File: src/rtl/uart_rx_ctrl.sv
// ---------------------------------------------------------------------------
// uart_rx_ctrl
//
// Supervises an external UART frame FSM and buffers the bytes it receives.
// The controller arms the frame FSM (rx_clr pulse + rx_en), waits for a frame
// to complete, pushes good bytes into a small show-ahead FIFO and, after a
// stop-bit error, holds the frame FSM disabled for RECOVER_CYC cycles before
// re-arming it.
//
// Ports
//   clk, arst_n          single rising-edge clock, asynchronous active-low reset
//   enable               software receive enable
//   frame_done/frame_err frame FSM status; rx_data valid while frame_done=1
//   rx_en, rx_clr        frame FSM enable and one-cycle synchronous clear
//   rd_en, rd_data       FIFO pop request and show-ahead head byte
//   empty, full, level   FIFO status (registered-derived)
//   overrun              sticky: a received byte was dropped because FIFO full
//   err_cnt              saturating framing-error count
//   clr_stat             synchronous clear of overrun and err_cnt
//   state_dbg            current controller state, for observation only
//
// Read handshake: rd_data is valid whenever empty=0. A pop happens on a rising
// edge where rd_en=1 and empty=0; rd_en while empty=1 is ignored. empty/full
// depend only on registered level, so there is no path from rd_en to them.
// ---------------------------------------------------------------------------
module uart_rx_ctrl #(
    parameter int FIFO_DEPTH  = 4,
    parameter int RECOVER_CYC = 4
) (
    input  logic                          clk,
    input  logic                          arst_n,
    input  logic                          enable,
    input  logic                          frame_done,
    input  logic                          frame_err,
    input  logic [7:0]                    rx_data,
    output logic                          rx_en,
    output logic                          rx_clr,
    input  logic                          rd_en,
    output logic [7:0]                    rd_data,
    output logic                          empty,
    output logic                          full,
    output logic [$clog2(FIFO_DEPTH):0]   level,
    output logic                          overrun,
    output logic [7:0]                    err_cnt,
    input  logic                          clr_stat,
    output logic [2:0]                    state_dbg
);

    localparam int AW = $clog2(FIFO_DEPTH);
    localparam int LW = AW + 1;
    localparam logic [3:0]    REC_LOAD  = 4'(RECOVER_CYC - 1);
    localparam logic [LW-1:0] LVL_FULL  = LW'(FIFO_DEPTH);

    typedef enum logic [2:0] {
        S_IDLE    = 3'd0,
        S_ARM     = 3'd1,
        S_WAIT    = 3'd2,
        S_CAPTURE = 3'd3,
        S_RECOVER = 3'd4
    } state_t;

    state_t          state_q,   state_d;
    logic [3:0]      rec_cnt_q, rec_cnt_d;
    logic [7:0]      byte_q,    byte_d;
    logic [AW-1:0]   wr_ptr_q,  wr_ptr_d;
    logic [AW-1:0]   rd_ptr_q,  rd_ptr_d;
    logic [LW-1:0]   level_q,   level_d;
    logic            overrun_q, overrun_d;
    logic [7:0]      err_cnt_q, err_cnt_d;
    logic [7:0]      mem_q [FIFO_DEPTH];

    logic            err_entry;
    logic            capture;
    logic            push;
    logic            pop;
    logic            overrun_set;
    logic            fifo_empty;
    logic            fifo_full;

    // ---------------------------------------------------------------------
    // Controller FSM: next state and Moore outputs
    // ---------------------------------------------------------------------
    always_comb begin
        state_d   = state_q;
        rec_cnt_d = rec_cnt_q;
        byte_d    = byte_q;
        rx_en     = 1'b0;
        rx_clr    = 1'b0;
        err_entry = 1'b0;
        capture   = 1'b0;
        unique case (state_q)
            S_IDLE: begin
                if (enable) state_d = S_ARM;
            end
            S_ARM: begin
                rx_en   = 1'b1;
                rx_clr  = 1'b1;
                state_d = S_WAIT;
            end
            S_WAIT: begin
                rx_en = 1'b1;
                // Disable wins; an error wins over a simultaneous done.
                if (!enable) begin
                    state_d = S_IDLE;
                end else if (frame_err) begin
                    state_d   = S_RECOVER;
                    rec_cnt_d = REC_LOAD;
                    err_entry = 1'b1;
                end else if (frame_done) begin
                    state_d = S_CAPTURE;
                    // rx_data is only guaranteed while frame_done=1, so it is
                    // held here for the push one cycle later.
                    byte_d  = rx_data;
                end
            end
            S_CAPTURE: begin
                rx_en   = 1'b1;
                capture = 1'b1;
                state_d = enable ? S_ARM : S_IDLE;
            end
            S_RECOVER: begin
                if (rec_cnt_q == 4'd0) begin
                    state_d = enable ? S_ARM : S_IDLE;
                end else begin
                    rec_cnt_d = rec_cnt_q - 4'd1;
                end
            end
            default: begin
                state_d = S_IDLE;
            end
        endcase
    end

    // ---------------------------------------------------------------------
    // FIFO and status next-state
    // ---------------------------------------------------------------------
    always_comb begin
        fifo_empty  = (level_q == '0);
        fifo_full   = (level_q == LVL_FULL);
        pop         = rd_en && !fifo_empty;
        // A pop in the same cycle frees the slot, so a full FIFO still accepts.
        push        = capture && (!fifo_full || pop);
        overrun_set = capture && fifo_full && !pop;

        wr_ptr_d = push ? wr_ptr_q + AW'(1) : wr_ptr_q;
        rd_ptr_d = pop  ? rd_ptr_q + AW'(1) : rd_ptr_q;

        level_d = level_q;
        if (push && !pop) begin
            level_d = level_q + LW'(1);
        end else if (pop && !push) begin
            level_d = level_q - LW'(1);
        end

        // Set/increment events take priority over the software clear.
        overrun_d = overrun_q;
        if (overrun_set) begin
            overrun_d = 1'b1;
        end else if (clr_stat) begin
            overrun_d = 1'b0;
        end

        err_cnt_d = err_cnt_q;
        if (err_entry) begin
            if (err_cnt_q != 8'hFF) err_cnt_d = err_cnt_q + 8'd1;
        end else if (clr_stat) begin
            err_cnt_d = 8'h00;
        end
    end

    // ---------------------------------------------------------------------
    // State registers
    // ---------------------------------------------------------------------
    always_ff @(posedge clk or negedge arst_n) begin
        if (!arst_n) begin
            state_q   <= S_IDLE;
            rec_cnt_q <= 4'd0;
            byte_q    <= 8'h00;
            wr_ptr_q  <= '0;
            rd_ptr_q  <= '0;
            level_q   <= '0;
            overrun_q <= 1'b0;
            err_cnt_q <= 8'h00;
        end else begin
            state_q   <= state_d;
            rec_cnt_q <= rec_cnt_d;
            byte_q    <= byte_d;
            wr_ptr_q  <= wr_ptr_d;
            rd_ptr_q  <= rd_ptr_d;
            level_q   <= level_d;
            overrun_q <= overrun_d;
            err_cnt_q <= err_cnt_d;
        end
    end

    // Storage needs no reset: rd_data is forced to zero while empty.
    always_ff @(posedge clk) begin
        if (push) mem_q[wr_ptr_q] <= byte_q;
    end

    // ---------------------------------------------------------------------
    // Outputs
    // ---------------------------------------------------------------------
    assign rd_data   = fifo_empty ? 8'h00 : mem_q[rd_ptr_q];
    assign empty     = fifo_empty;
    assign full      = fifo_full;
    assign level     = level_q;
    assign overrun   = overrun_q;
    assign err_cnt   = err_cnt_q;
    assign state_dbg = state_q;

endmodule

File: config.mk
export PLATFORM = sky130hd
export DESIGN_NAME = uart_rx_ctrl
export DESIGN_NICKNAME = d
export VERILOG_FILES = /design/src/rtl/uart_rx_ctrl.sv
export SDC_FILE = /design/constraint.sdc
export NUM_CORES = 1
export LEC_CHECK = 0
export ABC_AREA = 1
export BUFFER_PORTS_ARGS = -buffer_cell sky130_fd_sc_hd__clkbuf_2
export CAP_MARGIN = 5
export CORE_MARGIN = 2
export CORE_UTILIZATION = 61
export CTS_CLUSTER_DIAMETER = 60
export CTS_CLUSTER_SIZE = 16
export DETAILED_ROUTE_END_ITERATION = 7
export HOLD_SLACK_MARGIN = 0.02
export PLACE_DENSITY = 0.84
export SYNTH_ARGS = -nofsm -noshare
export SYNTH_HDL_FRONTEND = slang
export SYNTH_SLANG_ARGS = --single-unit
export TNS_END_PERCENT = 50
File: constraint.sdc
create_clock -name clk -period 5 [get_ports clk]
set_clock_uncertainty 0.2 [all_clocks]
set_input_delay 0.25 -clock clk [delete_from_list [all_inputs] [get_ports clk]]
set_output_delay 0.25 -clock clk [all_outputs]
set_load 0.01 [all_outputs]
==> impl_metrics.py <==
metrics = {
    "status": {
        "status": "finished clean",
    },
    "cts": {
        "cts_tree": "done",
        "cts-root-buf": "clkbuf_8",
        "cts_buffers": 9,
        "cts_sinks": 63,
        "clock_latency_ns": 0.34,
        "clkTransAtPathRegs_ns": 0.07,
        "post_cts_buffers": 0,
        "htreeDepth": 3,
        "clock_path_buffers": 2,
    },
    "setup_path": {
        "worstPathMaxFanout": 10,
        "crit_path_end": "level[2]",
        "cp-startpoint": "level[0]",
        "r2r_end": "level[2]",
        "end_kind": "flop",
        "critPathKind": "reg2reg",
        "cp-start-kind": "flop",
        "ff2ff_path_depth": 9,
        "r2r-start": "level[0]",
        "cp.required_ns": 5.02,
        "reg2reg_slack_ns": 2.57,
        "arrival_ns": 2.45,
    },
    "cells_and_area": {
        "drive_gt1_share_pct": 23.90,
        "num_antenna_cells": 0,
        "nFillCells": 330,
        "final_cell_mix": "nor2_1, nand2_1, clkbuf_2",
        "final_nets": 382,
        "area_delta_synth_final_pct": 18.89,
        "mostFrequentLayoutCell": "nor2_1",
    },
    "route": {
        "drt-pass1-iter-count": 4,
        "drc_errors": 0,
        "via_per_inst": 5.148,
        "post_drt_wl_per_cell_um": 13.33,
        "wl_mm": 5.744,
        "ant_nets": 0,
        "vias": 2219,
        "drt_iter0_markers": 150,
    },
    "global_route": {
        "grt_usage_pct": 24.00,
        "grt-ovfl-total": 0,
        "grt_max_degree": 32,
        "antenna_found_initial": 0,
        "grt_pass1_wl_mm": 9.770,
        "grt_pass1_vias": 2176,
    },
    "sta": {
        "slew_headroom_pct": 47.17,
        "hold_viol_final": 0,
        "rsz0062_at_grt": "no",
        "min_period_ns": 2.434,
        "worst_slack_ns": 2.566,
        "max_freq_mhz": 410.9,
        "worstMarginPinSlew_ns": 0.7924,
        "fin_setup_tns_ns": 0,
        "fin_crit_sh_pct": 48.68,
        "slew_viol_final": 0,
        "setup_violations": 0,
    },
    "floorplanning": {
        "num_rows": 25,
        "die_area_sq_um": 5485,
        "start_util_pct": 63.39,
        "core-area_sq_um": 4723,
        "dieHeight_um": 74.06,
        "io_pins": 42,
        "die_x_um": 74.06,
    },
    "logic_synthesis": {
        "synth_seq_area_share_pct": 58.00,
        "synth.distinct_cells": 31,
        "synth_area_sq_um": 2994,
        "synth_fp_nets": 323,
        "synth-seq-cells": 63,
        "synth_top_cell_area_share_pct": 32.09,
        "synthTopCellsByArea": "edfxtp_1, dfrtp_1, nor2_1, nand2_1, o21ai_0",
        "synth-warning-count": 0,
        "syn_avg_cell_area_sq_um": 9.980,
        "syn_inst": 300,
        "yosysTopAreaCell": "edfxtp_1",
    },
    "placed_design": {
        "pre_cts_ws_ns": 2.535,
        "numPortBuffers": 41,
        "gp_congestion": 0.9184,
        "dpl.hpwl_mm": 4.075,
    },
    "pwr": {
        "leakagePower_nw": 1.593,
        "ir_worst_vdd_mv": 0.3760,
        "cellPowerDensity_nw_per_um2": 523.1,
    },
    "min_path": {
        "hold_path_class": "in2reg",
    },
    "flow_run": {
        "maxCapViolCount": 0,
    },
}
[critical path, cell delays in order, from the launching register on]
cell,delay (ns)
dfrtp_1,0.47
nor3_4,0.45
nor2_2,0.10
inv_1,0.08
ha_1,0.13
inv_1,0.07
fa_1,0.39
a21oi_1,0.15
o21ai_0,0.11
xor2_1,0.15
[routing by layer]
metal  routed length (um)  vias up  share of wire [%]  global-route usage [%]
li1                     -     1107                  -                       -
met1                 2534     1053                 44                   29.84
met2                 2918       49                 51                   40.77
met3                  233       10                4.1                   5.827
met4                   58        0                1.0                   9.293
met5                    0        -                  0                       0
[cell families (layout without fill, tap and decap cells)]
family / count (synthesis) / count (layout) / share of synthesized area [%]
muxes: 1 / 1 / 0.3761
buffers and inverters: 37 / 101 / 4.889
adders and majority gates: 8 / 8 / 3.594
xor gates and xnor gates: 8 / 8 / 2.591
and+or+nand+nor: 132 / 132 / 21.40
DFF: 63 / 63 / 58.00
AOI/OAI and AO/OA: 51 / 51 / 9.152
[registers in the layout, indices dropped and copies added (netlist names)]
signal / flops
byte_q: 8
mem_q: 32
wr_ptr_q: 2
level: 3
state_dbg: 3
overrun: 1
rec_cnt_q: 4
err_cnt: 8
rd_ptr_q: 2
[per-stage QoR]
step           hold slack, ns  cells  power, mW  area (sq um)  utilization, %
2_1_floorplan         -0.2456    300      1.233          2994               -
3_5_place_dp           0.1669    404      1.443          3261           69.03
4_1_cts               0.05242    431      1.874          3560           75.36
3_3_place_gp           0.1639    404      1.405          3261           69.03
6_report              0.05282    431      1.862          3560           75.36
5_1_grt                0.1046    431      1.988          3560           75.36
[cell usage after synthesis]
cell type / count
o211ai_1: 1
mux2_2: 1
fa_1: 1
nor3_2: 1
a21oi_2: 1
xnor2_1: 2
nor3_4: 1
nor2_1: 46
dfrtp_1: 31
or2_2: 1
nand2_1: 44
nand2_4: 6
inv_2: 5
edfxtp_1: 32
xor2_1: 5
inv_1: 28
buf_4: 1
nor2_4: 2
o21ai_2: 3
o21ai_0: 26
nor2_2: 4
nand2_2: 4
o21ai_1: 8
xor2_2: 1
clkbuf_2: 1
nor2_8: 1
a31oi_1: 1
a21oi_1: 11
ha_1: 7
nand3_1: 22
buf_2: 2
[how the worst min path moves through the flow]
stage	slack, ns	end	cells past startpoint	start
floorplan	-0.25	byte_q[0]	0	arst_n
global placement	0.16	rec_cnt_q[0]	1	arst_n
detailed placement	0.17	rec_cnt_q[2]	1	arst_n
CTS	0.05	overrun	4	rd_en
global route	0.10	overrun	4	rd_en
finish	0.05	overrun	4	rd_en
[power breakdown]
group	internal, mW	switching [mW]	leakage (nW)
combinational	0.238	0.367	0.806
sequential	0.693	0.140	0.691
clock	0.228	0.195	0.0960
total	1.16	0.703	1.59
[layout make-up]
| cell class | instances | area (sq um) | area share (%) |
|---|---|---|---|
| Timing Repair Buffer | 52 | 315.3 | 8.858 |
| Tap cell | 67 | 83.83 | 2.355 |
| Sequential cell | 63 | 1737 | 48.79 |
| Clock inverter | 6 | 61.31 | 1.722 |
| Clock buffer | 10 | 127.6 | 3.585 |
| Multi-Input combinational cell | 200 | 1111 | 31.21 |
| Inverter | 33 | 123.9 | 3.480 |
[what timing repair did]
item,4_1_cts,5_1_grt
hold endpoints to repair,41,0
hold buffers,11,0
gates resized for setup,0,0
Note: power is estimated with default switching activity, not from simulation.
